## src/rtl/shift_add_mult_ctrl_pkg.sv

```systemverilog
// shift_add_mult_ctrl_pkg: controller state type and operand-width rule for the shift-add multiplier
package shift_add_mult_ctrl_pkg;
    typedef enum logic [1:0] {S_IDLE = 2'd0, S_RUN = 2'd1, S_DONE = 2'd2} state_e;
    function automatic bit width_ok(input int w);
        return w > 0 && w % 4 == 0;
    endfunction
endpackage

```

## src/rtl/shift_add_mult_ctrl_cla.sv

```systemverilog
// shift_add_mult_ctrl_cla: 4-bit carry-lookahead slice and the WIDTH-bit block-ripple adder built from it
module cla4 (
    input  logic [3:0] a,
    input  logic [3:0] b,
    input  logic       c_in,
    output logic [3:0] sum,
    output logic       c_out
);
    logic [3:0] g, p, c;
    always_comb begin
        g = a & b;
        p = a ^ b;
        c[0] = c_in;
        c[1] = g[0] | (p[0] & c_in);
        c[2] = g[1] | (p[1] & g[0]) | (p[1] & p[0] & c_in);
        c[3] = g[2] | (p[2] & g[1]) | (p[2] & p[1] & g[0]) | (p[2] & p[1] & p[0] & c_in);
        c_out = g[3] | (p[3] & g[2]) | (p[3] & p[2] & g[1]) | (p[3] & p[2] & p[1] & g[0])
              | (p[3] & p[2] & p[1] & p[0] & c_in);
        sum = p ^ c;
    end
endmodule

module cla_adder_w #(
    parameter int WIDTH = 16
) (
    input  logic [WIDTH-1:0] a,
    input  logic [WIDTH-1:0] b,
    input  logic             c_in,
    output logic [WIDTH-1:0] sum,
    output logic             c_out
);
    localparam int N = WIDTH / 4;
    logic [N:0] c;
    assign c[0] = c_in;
    for (genvar i = 0; i < N; i++) begin : g_slice
        cla4 u_slice (
            .a    (a[4*i +: 4]),
            .b    (b[4*i +: 4]),
            .c_in (c[i]),
            .sum  (sum[4*i +: 4]),
            .c_out(c[i+1])
        );
    end
    assign c_out = c[N];
endmodule

```

## src/rtl/shift_add_mult_ctrl.sv

```systemverilog
// shift_add_mult_ctrl: multi-cycle unsigned shift-add multiplier sequencing one shared CLA adder
module shift_add_mult_ctrl
    import shift_add_mult_ctrl_pkg::*;
#(
    parameter int WIDTH = 16
) (
    input  logic               clk,
    input  logic               rst_n,
    input  logic               start,
    input  logic [WIDTH-1:0]   multiplicand,
    input  logic [WIDTH-1:0]   multiplier,
    output logic               busy,
    output logic               done,
    output logic [2*WIDTH-1:0] product
);
    localparam int CW = $clog2(WIDTH + 1);
    if (!width_ok(WIDTH)) begin : g_bad_width
        $error("WIDTH must be a positive multiple of 4");
    end
    state_e             state_q, state_d;
    logic [WIDTH-1:0]   acc_q, acc_d, q_q, q_d, m_q, m_d, sum;
    logic [CW-1:0]      cnt_q, cnt_d;
    logic               carry_q, carry_d, co, busy_q, busy_d, done_q, done_d;
    logic [2*WIDTH-1:0] prod_q, prod_d;
    logic [2*WIDTH:0]   ext;
    cla_adder_w #(.WIDTH(WIDTH)) u_add (
        .a    (acc_q),
        .b    (q_q[0] ? m_q : '0),
        .c_in (1'b0),
        .sum  (sum),
        .c_out(co)
    );
    // Carry-out is kept as the top bit so the shifted-in ACC MSB never loses it.
    assign ext = {co, sum, q_q};
    always_comb begin
        state_d = state_q;
        acc_d   = acc_q;
        q_d     = q_q;
        m_d     = m_q;
        cnt_d   = cnt_q;
        carry_d = carry_q;
        prod_d  = prod_q;
        if (state_q == S_IDLE) begin
            if (start) begin
                m_d     = multiplicand;
                q_d     = multiplier;
                acc_d   = '0;
                cnt_d   = CW'(WIDTH);
                carry_d = 1'b0;
                state_d = S_RUN;
            end
        end else if (state_q == S_RUN) begin
            {acc_d, q_d} = ext[2*WIDTH:1];
            carry_d      = co;
            cnt_d        = cnt_q - CW'(1);
            if (cnt_q == CW'(1)) begin
                state_d = S_DONE;
                prod_d  = ext[2*WIDTH:1];
            end
        end else begin
            state_d = S_IDLE;
        end
        busy_d = state_d == S_RUN || state_d == S_DONE;
        done_d = state_d == S_DONE;
    end
    always_ff @(posedge clk) begin
        if (!rst_n) begin
            state_q <= S_IDLE;
            acc_q   <= '0;
            q_q     <= '0;
            m_q     <= '0;
            cnt_q   <= '0;
            carry_q <= 1'b0;
            prod_q  <= '0;
            busy_q  <= 1'b0;
            done_q  <= 1'b0;
        end else begin
            state_q <= state_d;
            acc_q   <= acc_d;
            q_q     <= q_d;
            m_q     <= m_d;
            cnt_q   <= cnt_d;
            carry_q <= carry_d;
            prod_q  <= prod_d;
            busy_q  <= busy_d;
            done_q  <= done_d;
        end
    end
    assign busy    = busy_q;
    assign done    = done_q;
    assign product = prod_q;
endmodule
```

## config.mk

```make
export PLATFORM = sky130hd
export DESIGN_NAME = shift_add_mult_ctrl
export DESIGN_NICKNAME = d
export VERILOG_FILES = /design/src/rtl/shift_add_mult_ctrl_pkg.sv /design/src/rtl/shift_add_mult_ctrl_cla.sv /design/src/rtl/shift_add_mult_ctrl.sv
export SDC_FILE = /design/constraint.sdc
export NUM_CORES = 1
export LEC_CHECK = 0
export ABC_AREA = 1
export BUFFER_PORTS_ARGS = -buffer_cell sky130_fd_sc_hd__buf_2
export CAP_MARGIN = 20
export CORE_MARGIN = 10
export CORE_UTILIZATION = 40
export CTS_BUF_LIST = sky130_fd_sc_hd__clkbuf_8
export DETAILED_ROUTE_END_ITERATION = 8
export PLACE_DENSITY = 0.68
export SYNTH_ARGS = -nofsm -noshare
export SYNTH_HDL_FRONTEND = slang
export SYNTH_HIERARCHICAL = 1
export SYNTH_SLANG_ARGS = --single-unit
```

## constraint.sdc

```tcl
create_clock -name clk -period 8.4 [get_ports clk]
set_input_delay 1.68 -clock clk [delete_from_list [all_inputs] [get_ports clk]]
set_output_delay 1.68 -clock clk [all_outputs]
set_load 0.1 [all_outputs]
```

==> summary.txt, run 1 <==
Yosys
  • Synth warn: 6
  • Synth Instances: 597
  • Post-synthesis sequential area ratio: 0.418
  • Main area contributors after synthesis: dfxtp_1 (42%), nand2_1 (14%), nor2_1 (6.7%)
  • Yosys cell types: 24
  • Synth Cell Area: 0.00426 sq mm
  • Number of synthesized flops with an enable pin: 0
  • Commonest cells in the netlist: nand2_1 (154), dfxtp_1 (89), nor2_1 (76)
  • Top-area cell type share of the netlist area: 0.418
  • Synth Area per Inst: 7.13 sq um
  • Most numerous cell in the Yosys netlist: nand2_1
  • Synth area leader: dfxtp_1
  • Top_reg_cell synth: dfxtp_1
  • Seq cells post-synth: 89
  • Async S/R FF share, synth: 0

Clock network
  • CTS sink cnt: 89
  • CTS tree: done
  • H-tree Lvls: 3
  • CTS buffer count: 9
  • CTS root buf: clkbuf_8
  • Resized Gates After CTS: 0
  • Hold buffer count at CTS: 0
  • Clock transition at path regs: 0.09 ns
  • Clock Path Buffers: 2
  • Clock Latency Late Sink: 0.35 ns
  • Setup Buffers After CTS: 0

Detailed routing
  • Routed WL: 10200 microns
  • Routed vias: 3843
  • Per-cell routed wire length: 12.9 microns
  • Initial DRC count: 259
  • DRT Pass-1 Iters: 4
  • Routed vias/inst: 4.86
  • Post-route ant nets: 0
  • Post-route DRC: 0

Final layout
  • Layout Nets: 708
  • Register area: 0.00178 sq mm
  • Area of the multi-input gates: 0.00207 sq mm
  • Layout area overhead: 14.3%
  • Share of cells above drive strength 1: 0.151
  • Fillcell total: 1071
  • Antenna fix cells: 0
  • Finished layout cell area: 0.00487 sq mm

Global routing
  • Initial antenna violation count: 0
  • Grt ovf: 0
  • First-pass GRT wire length: 17000 microns
  • Vias in the first global route: 3791
  • Largest net degree at the start of global routing: 54
  • Total GRT Usage: 0.135

Die
  • Rows: 37
  • Core outline area: 0.0104 sq mm
  • Die Y: 123 microns
  • IO Pins: 69
  • Initial Utilization: 0.411
  • Chip width: 123 microns
  • Die area: 0.0152 sq mm

Critical path
  • Register-to-Register Setup Slack: 5.03 ns
  • Critical path class: flop to flop
  • CP Launch Type: flop
  • Crit. End Element: flop
  • Reg2reg path depth: 20
  • Crit path max fanout: 17
  • Worst r2r src: q_q[0]$_SDFFE_PN0P_
  • Arr. time, crit path: 3.64 ns
  • Worst reg2reg endpoint: acc_q[12]$_SDFFE_PN0P_
  • CP required: 8.68 ns

Status
  • Run status: finished clean

STA
  • Final min period: 3.37 ns
  • RSZ-0062 raised after global routing: false
  • Slew @ Worst Pin: 1.00 ns
  • Final worst-path cycle share: 0.401
  • Slew HR: 0.330
  • Setup TNS: 0 ns
  • Slew Limit Fails: 0
  • Worst setup margin: 5.03 ns
  • Fmax: 297 MHz
  • Finish-stage setup viols: 0
  • Worst Skew: 0.0135 ns
  • Hold Vio Cnt, Final: 0
  • Worst hold slack: 0.467 ns

Placement
  • # port buffers: 68
  • Post-place setup slack: 4.74 ns
  • Hpwl dp: 7080 microns
  • RD Place Congestion: 0.808
  • Post-DP Area: 0.00464 sq mm

Power and ir drop
  • Peak VDD IR: 0.0947 mV
  • PwrDens: 192 mW/mm^2
  • Final Power: 933 uW
  • Leakage power total: 2.37 nW

Worst hold path
  • Worst hold path class: flop to flop
  • Worst min-delay path startpoint: cnt_q[1]$_SDFFE_PN0P_
  • Hold endpoint: cnt_q[1]$_SDFFE_PN0P_
  • Hold Crit Depth: 2

Job
  • Max-cap check violation count: 0
==> state kept, by name, indices dropped and copies added, names as in the netlist <==
signal   flops
m_q         16
acc_q       16
cnt_q        5
done         1
state_q      2
product     32
q_q         16
busy         1
==> metrics by stage <==
step | instances | utilization
after global placement | 775 | 0.447
after floorplan | 599 | -
final | 791 | 0.469
after global routing | 791 | 0.469
after CTS | 791 | 0.469
after detailed placement | 775 | 0.447
==> cell usage in the layout (no fill, tap or decap), types with 3 or more instances in the layout <==
cell type,count
dfxtp_1,89
inv_1,68
buf_2,68
conb_1,3
nand4_1,9
o21ai_0,35
nor2_4,3
xnor2_1,4
nand3_1,34
inv_2,6
or2_0,4
o211ai_1,16
nand2_2,5
clkbuf_8,11
a21oi_1,41
ha_1,19
nor2_1,76
nand2_1,154
fa_1,4
==> area by class of cell <==
type / instances / share of cell area
clock inverters: 5 / 0.0162
clock buffers: 11 / 0.0311
well taps: 136 / 0.0350
flip-flops and latches: 89 / 0.366
multi-input cells: 409 / 0.426
repair buffers: 68 / 0.0699
inverters: 73 / 0.0563
==> logic make-up after synthesis <==
family / share of synthesized area
AND/OR/NAND/NOR: 0.284
flip-flops: 0.418
AO/OA/AOI/OAI: 0.118
other: 0.000881
buffers and inverters: 0.0967
XOR/XNOR: 0.00823
adder cells (fa/ha/maj): 0.0746
==> how the worst max path moves through the flow <==
| stage | startpoint | endpoint | slack (ns) | cells after the start |
|---|---|---|---|---|
| after floorplan | q_q[0]$_SDFFE_PN0P_ | acc_q[12]$_SDFFE_PN0P_ | 5.49 | 22 |
| after global placement | rst_n | product[29]$_SDFFE_PN0P_ | 4.83 | 5 |
| after detailed placement | rst_n | product[24]$_SDFFE_PN0P_ | 4.74 | 5 |
| after CTS | q_q[0]$_SDFFE_PN0P_ | acc_q[12]$_SDFFE_PN0P_ | 4.99 | 20 |
| after global routing | q_q[0]$_SDFFE_PN0P_ | acc_q[12]$_SDFFE_PN0P_ | 4.59 | 20 |
| final | q_q[0]$_SDFFE_PN0P_ | acc_q[12]$_SDFFE_PN0P_ | 5.03 | 20 |
==> metal layers <==
| metal | up-vias | GRT usage | wire length [microns] |
|---|---|---|---|
| met5 | - | 0 | 0 |
| met4 | 0 | 0.0357 | 92 |
| met3 | 11 | 0.0383 | 719 |
| met2 | 104 | 0.237 | 4870 |
| met1 | 1742 | 0.157 | 4530 |
| li1 | 1986 | - | - |
==> where the power goes <==
part           total (mW)  leakage (nW)  internal, mW  switching (mW)
registers           0.460         0.726         0.445          0.0150
clock network       0.335         0.113         0.183           0.152
logic               0.138          1.53        0.0396          0.0986
total               0.933          2.37         0.667           0.266
==> critical path: stages, from the launching register on <==
cell,delay (ns)
dfxtp_1,0.76
nand2_1,0.11
inv_1,0.10
ha_1,0.21
nand2_2,0.09
nand3_1,0.11
nand3_1,0.08
nand2_1,0.12
nand3_1,0.13
nand3_1,0.12
nand3_1,0.09
nand2_1,0.11
nand3_1,0.10
nand3_1,0.10
nand3_1,0.08
nand2_1,0.12
inv_1,0.07
fa_1,0.38
xnor2_1,0.19
nand2_1,0.07
a21oi_1,0.16
No activity file was read; power rests on OpenSTA's default activity.
==> inputs of run 2 (changes only) <==
--- a/config.mk
+++ b/config.mk
@@ -5,14 +5,14 @@
 export SDC_FILE = /design/constraint.sdc
 export NUM_CORES = 1
 export LEC_CHECK = 0
-export ABC_AREA = 1
+export ABC_AREA = 0
 export BUFFER_PORTS_ARGS = -buffer_cell sky130_fd_sc_hd__buf_2
 export CAP_MARGIN = 20
 export CORE_MARGIN = 10
 export CORE_UTILIZATION = 40
 export CTS_BUF_LIST = sky130_fd_sc_hd__clkbuf_8
 export DETAILED_ROUTE_END_ITERATION = 8
-export PLACE_DENSITY = 0.68
+export PLACE_DENSITY = 0.7
 export SYNTH_ARGS = -nofsm -noshare
 export SYNTH_HDL_FRONTEND = slang
 export SYNTH_HIERARCHICAL = 1
==> constraint.sdc (replaced) <==
create_clock -name clk -period 2.95 [get_ports clk]
set_input_delay 0.59 -clock clk [delete_from_list [all_inputs] [get_ports clk]]
set_output_delay 0.59 -clock clk [all_outputs]
set_load 0.1 [all_outputs]
==> run 2 against run 1 <==
Effect of this change: clock skew decreased by 0.0027 ns; the flow now finishes with violations (negative setup slack); critical path type unchanged; sequential cell count unchanged; via count decreased by 8.0%; largest cell class unchanged; combinational power increased to 2.6 times the previous value; power increased to 2.9 times the previous value; area after synthesis increased by 4.1%; critical endpoint is now product[30]$_SDFFE_PN0P_; sequential power increased to 2.8 times the previous value; largest power group unchanged; die area increased by 3.4%; clock power increased to 3.0 times the previous value.
==> summary.txt, run 2 <==
Final layout
  • Most frequent cells in the layout: nand2_1 (114), dfxtp_1 (88), buf_2 (67)
  • Most common cell after layout, fill and taps aside: nand2_1
  • Final core utilization: 0.475 (+0.00571)
  • Antenna fix cells: 0 (unchanged)
  • Area of the multi-input gates: 0.00241 sq mm (+16%)
  • Share of cells above drive strength 1: 0.231 (+0.0803)
  • Layout Nets: 619 (-13%)
  • Layout area overhead: 16.3%
  • Fin cells: 706 (-11%)
  • Max reg flops: 32 (unchanged)
  • Fillcell total: 1057 (-1.3%)
  • Register area: 0.00179 sq mm (+0.21%)

Power and ir drop
  • Clock network power share: 0.380 (+0.021)
  • PwrDens: 519 mW/mm^2 (+170%)
  • Leakage power total: 2.26 nW (-4.6%)
  • Sequential Power Share: 0.485 (-0.008)
  • Internal Power: 1.96 mW (+190%)
  • Switching share of total power: 0.266 (-0.0190)
  • Peak VDD IR: 0.268 mV (+180%)
  • Final Power: 2.67 mW (+190%)
  • Comb power frac: 0.135 (-0.013)
  • Net load switching power: 711 uW (+170%)

Yosys
  • Commonest cells in the netlist: nand2_1 (114), dfxtp_1 (89), mux2i_1 (33)
  • Top-area cell type share of the netlist area: 0.402 (-0.0163)
  • Number of synthesized flops with an enable pin: 0 (unchanged)
  • Synth Cell Area: 0.00443 sq mm (+4.1%)
  • Most numerous cell in the Yosys netlist: nand2_1
  • Yosys cell types: 39 (+63%)
  • Synth Area per Inst: 8.86 sq um (+24%)
  • Synth area leader: dfxtp_1
  • Synth warn: 6 (unchanged)
  • Async S/R FF share, synth: 0 (unchanged)
  • Post-synthesis sequential area ratio: 0.402 (-0.0163)
  • Synth Instances: 500 (-16%)
  • Top_reg_cell synth: dfxtp_1
  • Seq cells post-synth: 89 (unchanged)
  • Main area contributors after synthesis: dfxtp_1 (40%), nand2_1 (9.7%), mux2i_1 (7.5%)

Critical path
  • Crit path max fanout: 5 (-12)
  • Worst r2r src: q_q[0]$_SDFFE_PN0P_
  • Worst Setup SP: q_q[0]$_SDFFE_PN0P_
  • CP required: 3.25 ns (-5.43 ns)
  • Reg2reg path depth: 16 (-20%)
  • CP Launch Type: flop
  • Crit. End Element: flop
  • Critical path class: flop to flop
  • Arr. time, crit path: 3.48 ns (-0.16 ns)

Placement
  • Placed Cells: 687 (-11%)
  • Post-place setup slack: -0.165 ns (-4.91 ns)
  • RD Place Congestion: 0.801 (-0.84%)
  • # port buffers: 68 (unchanged)
  • Hpwl dp: 6900 microns (-2.6%)

Global routing
  • Largest net degree at the start of global routing: 82 (+52%)
  • Initial antenna violation count: 0 (unchanged)
  • First-pass GRT wire length: 17100 microns (+0.53%)
  • Grt ovf: 0 (unchanged)
  • Vias in the first global route: 3552 (-6.3%)
  • Total GRT Usage: 0.128 (-0.00668)

Job
  • Max-cap check violation count: 0 (unchanged)

Detailed routing
  • Routed vias/inst: 5.01 (+3.0%)
  • Post-route DRC: 0 (unchanged)
  • DRT Pass-1 Iters: 4 (unchanged)
  • Initial DRC count: 209 (-19%)
  • Per-cell routed wire length: 14.1 microns (+8.9%)
  • Routed vias: 3534 (-8.0%)
  • Post-route ant nets: 0 (unchanged)
  • Routed WL: 9930 microns (-2.8%)

Worst hold path
  • Worst min-delay path startpoint: product[20]$_SDFFE_PN0P_
  • Hold Crit Depth: 2 (unchanged)
  • Worst hold path class: flop to flop

Clock network
  • CTS sink cnt: 89 (unchanged)
  • CTS tree: done
  • Clock Latency Late Sink: 0.37 ns (+0.02 ns)
  • H-tree Lvls: 3 (unchanged)
  • Clock transition at path regs: 0.09 ns (about the same)
  • Hold buffer count at CTS: 0 (unchanged)
  • Clock Path Buffers: 2 (unchanged)
  • CTS buffer count: 9 (unchanged)
  • CTS root buf: clkbuf_8

STA
  • Slew HR: 0.489 (+0.159)
  • Hold Vio Cnt, Final: 0 (unchanged)
  • Worst Skew: 0.0108 ns (-0.00270 ns)
  • Finish-stage setup viols: 10 (+10)
  • Fmax: 314 MHz (+5.8%)
  • RSZ-0062 raised after global routing: true
  • Worst setup margin: -0.233 ns (-5.26 ns)
  • Slew Limit Fails: 0 (unchanged)
  • Slew @ Worst Pin: 0.766 ns (-0.236 ns)
  • Final min period: 3.18 ns (-0.185 ns)
  • Final worst-path cycle share: 1.08 (+0.678)

Die
  • Die area: 0.0157 sq mm (+3.4%)
  • Initial Utilization: 0.409 (-0.00189)
  • Chip width: 125 microns (+1.7%)
  • IO Pins: 69 (unchanged)
  • Rows: 38 (+2.7%)
  • Die Y: 125 microns (+1.7%)
  • Core outline area: 0.0108 sq mm (+4.5%)

Status
  • Failing checks: negative setup slack
  • Run status: complete, but fails checks
## run 2: layout make-up
class | instances | share of cell area
Sequential cell | 89 | 0.347
Tap cell | 140 | 0.0340
Timing Repair Buffer | 85 | 0.0913
Inverter | 19 | 0.0138
Clock buffer | 9 | 0.0240
Multi-Input combinational cell | 357 | 0.467
Clock inverter | 7 | 0.0231
## run 2: metal layers
| metal | GRT usage | wire length, microns | vias to the layer above |
|---|---|---|---|
| met3 | 0.0384 | 354 | 11 |
| met5 | 0 | 0 | - |
| met2 | 0.202 | 4600 | 59 |
| met1 | 0.162 | 4810 | 1671 |
| li1 | - | - | 1793 |
| met4 | 0.0467 | 160 | 0 |
## run 2: metrics by stage
stage                     hold WS (ns)  instance area (sq um)  TNS [ns]
after floorplan                  0.430                   4460    -0.948
after global placement           0.440                   4870    -0.291
after detailed placement         0.443                   4870    -0.970
after CTS                        0.447                   5130     -1.07
after global routing             0.457                   5150     -3.03
final                            0.455                   5150     -1.51
## run 2: power groups by stage
stage                     clock network, mW  registers (mW)  logic (mW)
after floorplan                           0            1.35       0.253
after detailed placement                  0            1.32       0.362
after global routing                   1.09            1.30       0.403
final                                  1.02            1.30       0.360
after global placement                    0            1.32       0.354
after CTS                              1.04            1.30       0.365
## run 2: logic make-up after synthesis
family / Yosys count / share of synthesized area
simple gates: 196 / 0.209
compound gates: 91 / 0.157
flops: 89 / 0.402
buf+inv: 55 / 0.0613
mux: 33 / 0.0746
fa+ha+maj: 23 / 0.0717
xor+xnor: 12 / 0.0237
other cells: 1 / 0.000846
## run 2: path summary, 6_finish.rpt
kind	to	slack, ns
setup / recovery	product[30]$_SDFFE_PN0P_	-0.23
hold / removal	product[20]$_SDFFE_PN0P_	0.46
setup reg to reg	product[30]$_SDFFE_PN0P_	-0.23
hold reg to reg	product[20]$_SDFFE_PN0P_	0.46
## run 2: repair_timing
action | 4_1_cts | 5_1_grt
endpoints found under the setup margin | 9 | 12
gates resized for setup | 0 | 5
pin swaps | 2 | 4
buffers inserted | 2 | 2
gates cloned | 0 | 0
## run 2: critical path: stages, from the launching register on
cell     delay, ns
dfxtp_4       0.37
and2_4        0.14
ha_4          0.21
a21o_1        0.17
a31o_1        0.20
a21o_1        0.17
a21o_1        0.17
a31o_1        0.19
a21o_1        0.17
a21o_1        0.16
a31o_1        0.20
a21o_1        0.20
a21o_1        0.18
a31o_1        0.19
xor2_1        0.18
nand2_1       0.07
mux2i_1       0.15
==> inputs of run 3 (changes only) <==
--- a/config.mk
+++ b/config.mk
@@ -9,10 +9,10 @@
 export BUFFER_PORTS_ARGS = -buffer_cell sky130_fd_sc_hd__buf_2
 export CAP_MARGIN = 20
 export CORE_MARGIN = 10
-export CORE_UTILIZATION = 40
+export CORE_UTILIZATION = 35
 export CTS_BUF_LIST = sky130_fd_sc_hd__clkbuf_8
 export DETAILED_ROUTE_END_ITERATION = 8
-export PLACE_DENSITY = 0.7
+export PLACE_DENSITY = 0.64
 export SYNTH_ARGS = -nofsm -noshare
 export SYNTH_HDL_FRONTEND = slang
 export SYNTH_HIERARCHICAL = 1
==> run 3 against run 2 <==
Effect of this change: the flow still finishes with violations (negative setup slack); non-clock buffer count down 5; first-iteration DRC count up 0.48%; cell count up 3.7%; hold slack worse by 0.0033 ns; clock skew about the same; via count down 1.2%; routed wire length up 1.6%; die area up 12%; count of clock-buffer cells in the layout up 2; design area down 0.17%; critical path type unchanged; highest routed layer unchanged.
==> summary.txt, run 3 (synthesized netlist as in run 2, its figures left out) <==
STA
  • Hold Vio Cnt, Final: 0 (unchanged)
  • Slew @ Worst Pin: 0.760 ns (-0.00594 ns)
  • Worst hold slack: 0.452 ns (-0.00327 ns)
  • Final min period: 3.13 ns (-0.0500 ns)
  • Slew Limit Fails: 0 (unchanged)
  • Worst Skew: 0.0105 ns (-0.000355 ns)
  • Final worst-path cycle share: 1.06 (-0.0170)
  • Worst setup margin: -0.183 ns (+0.0500 ns)
  • Finish-stage setup viols: 9 (-1)
  • RSZ-0062 raised after global routing: true
  • Slew HR: 0.492 (+0.00327)
  • Fmax: 319 MHz (+1.6%)

Status
  • Run status: complete, but fails checks
  • Failing checks: negative setup slack

Detailed routing
  • Post-route DRC: 0 (unchanged)
  • Routed WL: 10100 microns (+1.6%)
  • Post-route ant nets: 0 (unchanged)
  • Routed vias: 3491 (-1.2%)
  • DRT Pass-1 Iters: 4 (unchanged)
  • Initial DRC count: 210 (+0.48%)
  • Routed vias/inst: 4.77 (-4.7%)
  • Per-cell routed wire length: 13.8 microns (-2.0%)

Critical path
  • Worst reg2reg endpoint: product[27]$_SDFFE_PN0P_
  • Slowest stage cell on the critical path: fa_2
  • CP Launch Type: flop
  • Crit path max fanout: 5 (unchanged)
  • Arr. time, crit path: 3.43 ns (-0.05 ns)
  • Worst r2r src: q_q[0]$_SDFFE_PN0P_
  • CP required: 3.25 ns (about the same)
  • Critical path class: flop to flop
  • Crit path largest cell delay: 0.43 ns (+0.06 ns)
  • CP top delay family: compound AO/OA/AOI/OAI gates
  • Register-to-Register Setup Slack: -0.18 ns (+0.05 ns)
  • WP buf/inv: 2 (+2)
  • Reg2reg path depth: 16 (unchanged)
  • Crit. End Element: flop
  • Cell Chain, Critical Path: and2_4 > ha_4 > a21o_1 > a31o_1 > a21o_1 > a21o_1 > a31o_1 > a21o_1 > a21o_1 > a31o_1 > a21o_1 > inv_1 > fa_2 > inv_2 > nand2_1 > mux2i_1
  • Worst path most repeated cell: a21o_1

Die
  • Core outline area: 0.0125 sq mm (+15%)
  • Die area: 0.0176 sq mm (+12%)
  • Die Y: 133 microns (+5.8%)
  • IO Pins: 69 (unchanged)
  • Chip width: 133 microns (+5.8%)
  • Initial Utilization: 0.354 (-0.0547)
  • Rows: 41 (+7.9%)

Worst hold path
  • Hold endpoint: product[2]$_SDFFE_PN0P_
  • Worst hold path class: flop to flop
  • Hold Crit Depth: 2 (unchanged)
  • Worst min-delay path startpoint: product[2]$_SDFFE_PN0P_

Clock network
  • H-tree Lvls: 3 (unchanged)
  • Clock Path Buffers: 2 (unchanged)
  • CTS tree: done
  • Hold buffer count at CTS: 0 (unchanged)
  • CTS buffer count: 9 (unchanged)
  • Clock Latency Late Sink: 0.37 ns (about the same)
  • CTS sink cnt: 89 (unchanged)
  • CTS root buf: clkbuf_8
  • Clock transition at path regs: 0.09 ns (about the same)

Global routing
  • Largest net degree at the start of global routing: 73 (-11%)
  • First-pass GRT wire length: 17400 microns (+1.6%)
  • Grt ovf: 0 (unchanged)
  • Total GRT Usage: 0.118 (-0.0101)
  • Initial antenna violation count: 0 (unchanged)
  • Vias in the first global route: 3623 (+2.0%)

Job
  • Max-cap check violation count: 0 (unchanged)

Power and ir drop
  • Switching share of total power: 0.271 (+0.00546)
  • Sequential Power Share: 0.517 (+0.032)
  • Leakage power total: 2.24 nW (-0.92%)
  • PwrDens: 488 mW/mm^2 (-6.0%)
  • Clock network power share: 0.339 (-0.041)
  • Net load switching power: 681 uW (-4.2%)
  • Internal Power: 1.83 mW (-6.8%)
  • Comb power frac: 0.144 (+0.009)
  • Peak VDD IR: 0.157 mV (-41%)

Final layout
  • Antenna fix cells: 0 (unchanged)
  • Most common cell after layout, fill and taps aside: nand2_1
  • Finished layout cell area: 0.00514 sq mm (-0.17%)
  • Fillcell total: 1285 (+22%)
  • Layout area overhead: 16.1%
  • Layout Nets: 614 (-0.81%)
  • Share of cells above drive strength 1: 0.221 (-0.0100)
  • Most frequent cells in the layout: nand2_1 (114), dfxtp_1 (88), buf_2 (67)
  • Max reg flops: 32 (unchanged)

Placement
  • Hpwl dp: 6920 microns (+0.28%)
  • Post-DP Area: 0.00492 sq mm (+0.87%)
  • Post-place setup slack: -0.170 ns (-0.00513 ns)
  • # port buffers: 68 (unchanged)
  • RD Place Congestion: 0.814 (+1.6%)
run 3: changes by cell type in the layout (fill, tap and decap cells not counted), moves of 2 or more:
| cell | before | now |
|---|---|---|
| inv_1 | 17 | 20 |
| clkbuf_8 | 9 | 11 |
| bufinv_16 | 3 | 1 |
| buf_4 | 18 | 11 |
| buf_12 | 0 | 2 |
run 3: worst min-delay path: stages (launching register included):
cell     delay [ns]
dfxtp_1        0.31
nand2_1        0.05
mux2i_1        0.05
run 3: metal layers:
metal  vias up  GRT usage  part of all wire
met5         -          0                 0
met4         0     0.0630             0.020
met3        12     0.0288             0.042
met2        60      0.190              0.47
met1      1644      0.142              0.47
li1       1775          -                 -
run 3: area by class of cell:
class | instances | area, sq um | share of cell area
Clock buffer | 11 | 151 | 0.0294
Clock inverter | 4 | 45.0 | 0.00876
Multi-Input combinational cell | 357 | 2420 | 0.470
Timing Repair Buffer | 80 | 458 | 0.0891
Sequential cell | 89 | 1790 | 0.347
Inverter | 19 | 71.3 | 0.0139
Tap cell | 172 | 215 | 0.0418
run 3: power by group through the flow:
stage | clock [mW] | sequential (mW) | combinational [mW]
2_1_floorplan | 0 | 1.35 | 0.253
3_3_place_gp | 0 | 1.32 | 0.356
3_5_place_dp | 0 | 1.33 | 0.361
4_1_cts | 0.886 | 1.30 | 0.363
5_1_grt | 0.939 | 1.31 | 0.404
6_report | 0.850 | 1.30 | 0.360
run 3: worst max path at each step:
stage	end	cells after the start	slack, ns	start
floorplan	product[27]$_SDFFE_PN0P_	17	-0.14	q_q[0]$_SDFFE_PN0P_
global placement	product[30]$_SDFFE_PN0P_	16	-0.08	q_q[0]$_SDFFE_PN0P_
detailed placement	product[27]$_SDFFE_PN0P_	16	-0.17	q_q[0]$_SDFFE_PN0P_
CTS	product[30]$_SDFFE_PN0P_	16	-0.19	q_q[0]$_SDFFE_PN0P_
global route	product[29]$_SDFFE_PN0P_	16	-0.35	q_q[0]$_SDFFE_PN0P_
finish	product[27]$_SDFFE_PN0P_	16	-0.18	q_q[0]$_SDFFE_PN0P_
run 3: metrics by stage:
step	util	TNS, ns	power (mW)	cells
global route	0.411	-2.96	2.65	732
finish	0.411	-1.22	2.51	732
detailed placement	0.393	-1.02	1.69	716
CTS	0.409	-1.10	2.55	732
global placement	0.393	-0.371	1.68	716
floorplan	-	-0.948	1.60	501
run 3: what timing repair did:
item | CTS | global route
buffers inserted | 1 | 0
gates resized for setup | 0 | 6
endpoints found under the hold margin | 0 | 0
gates cloned | 0 | 0
endpoints found under the setup margin | 9 | 10
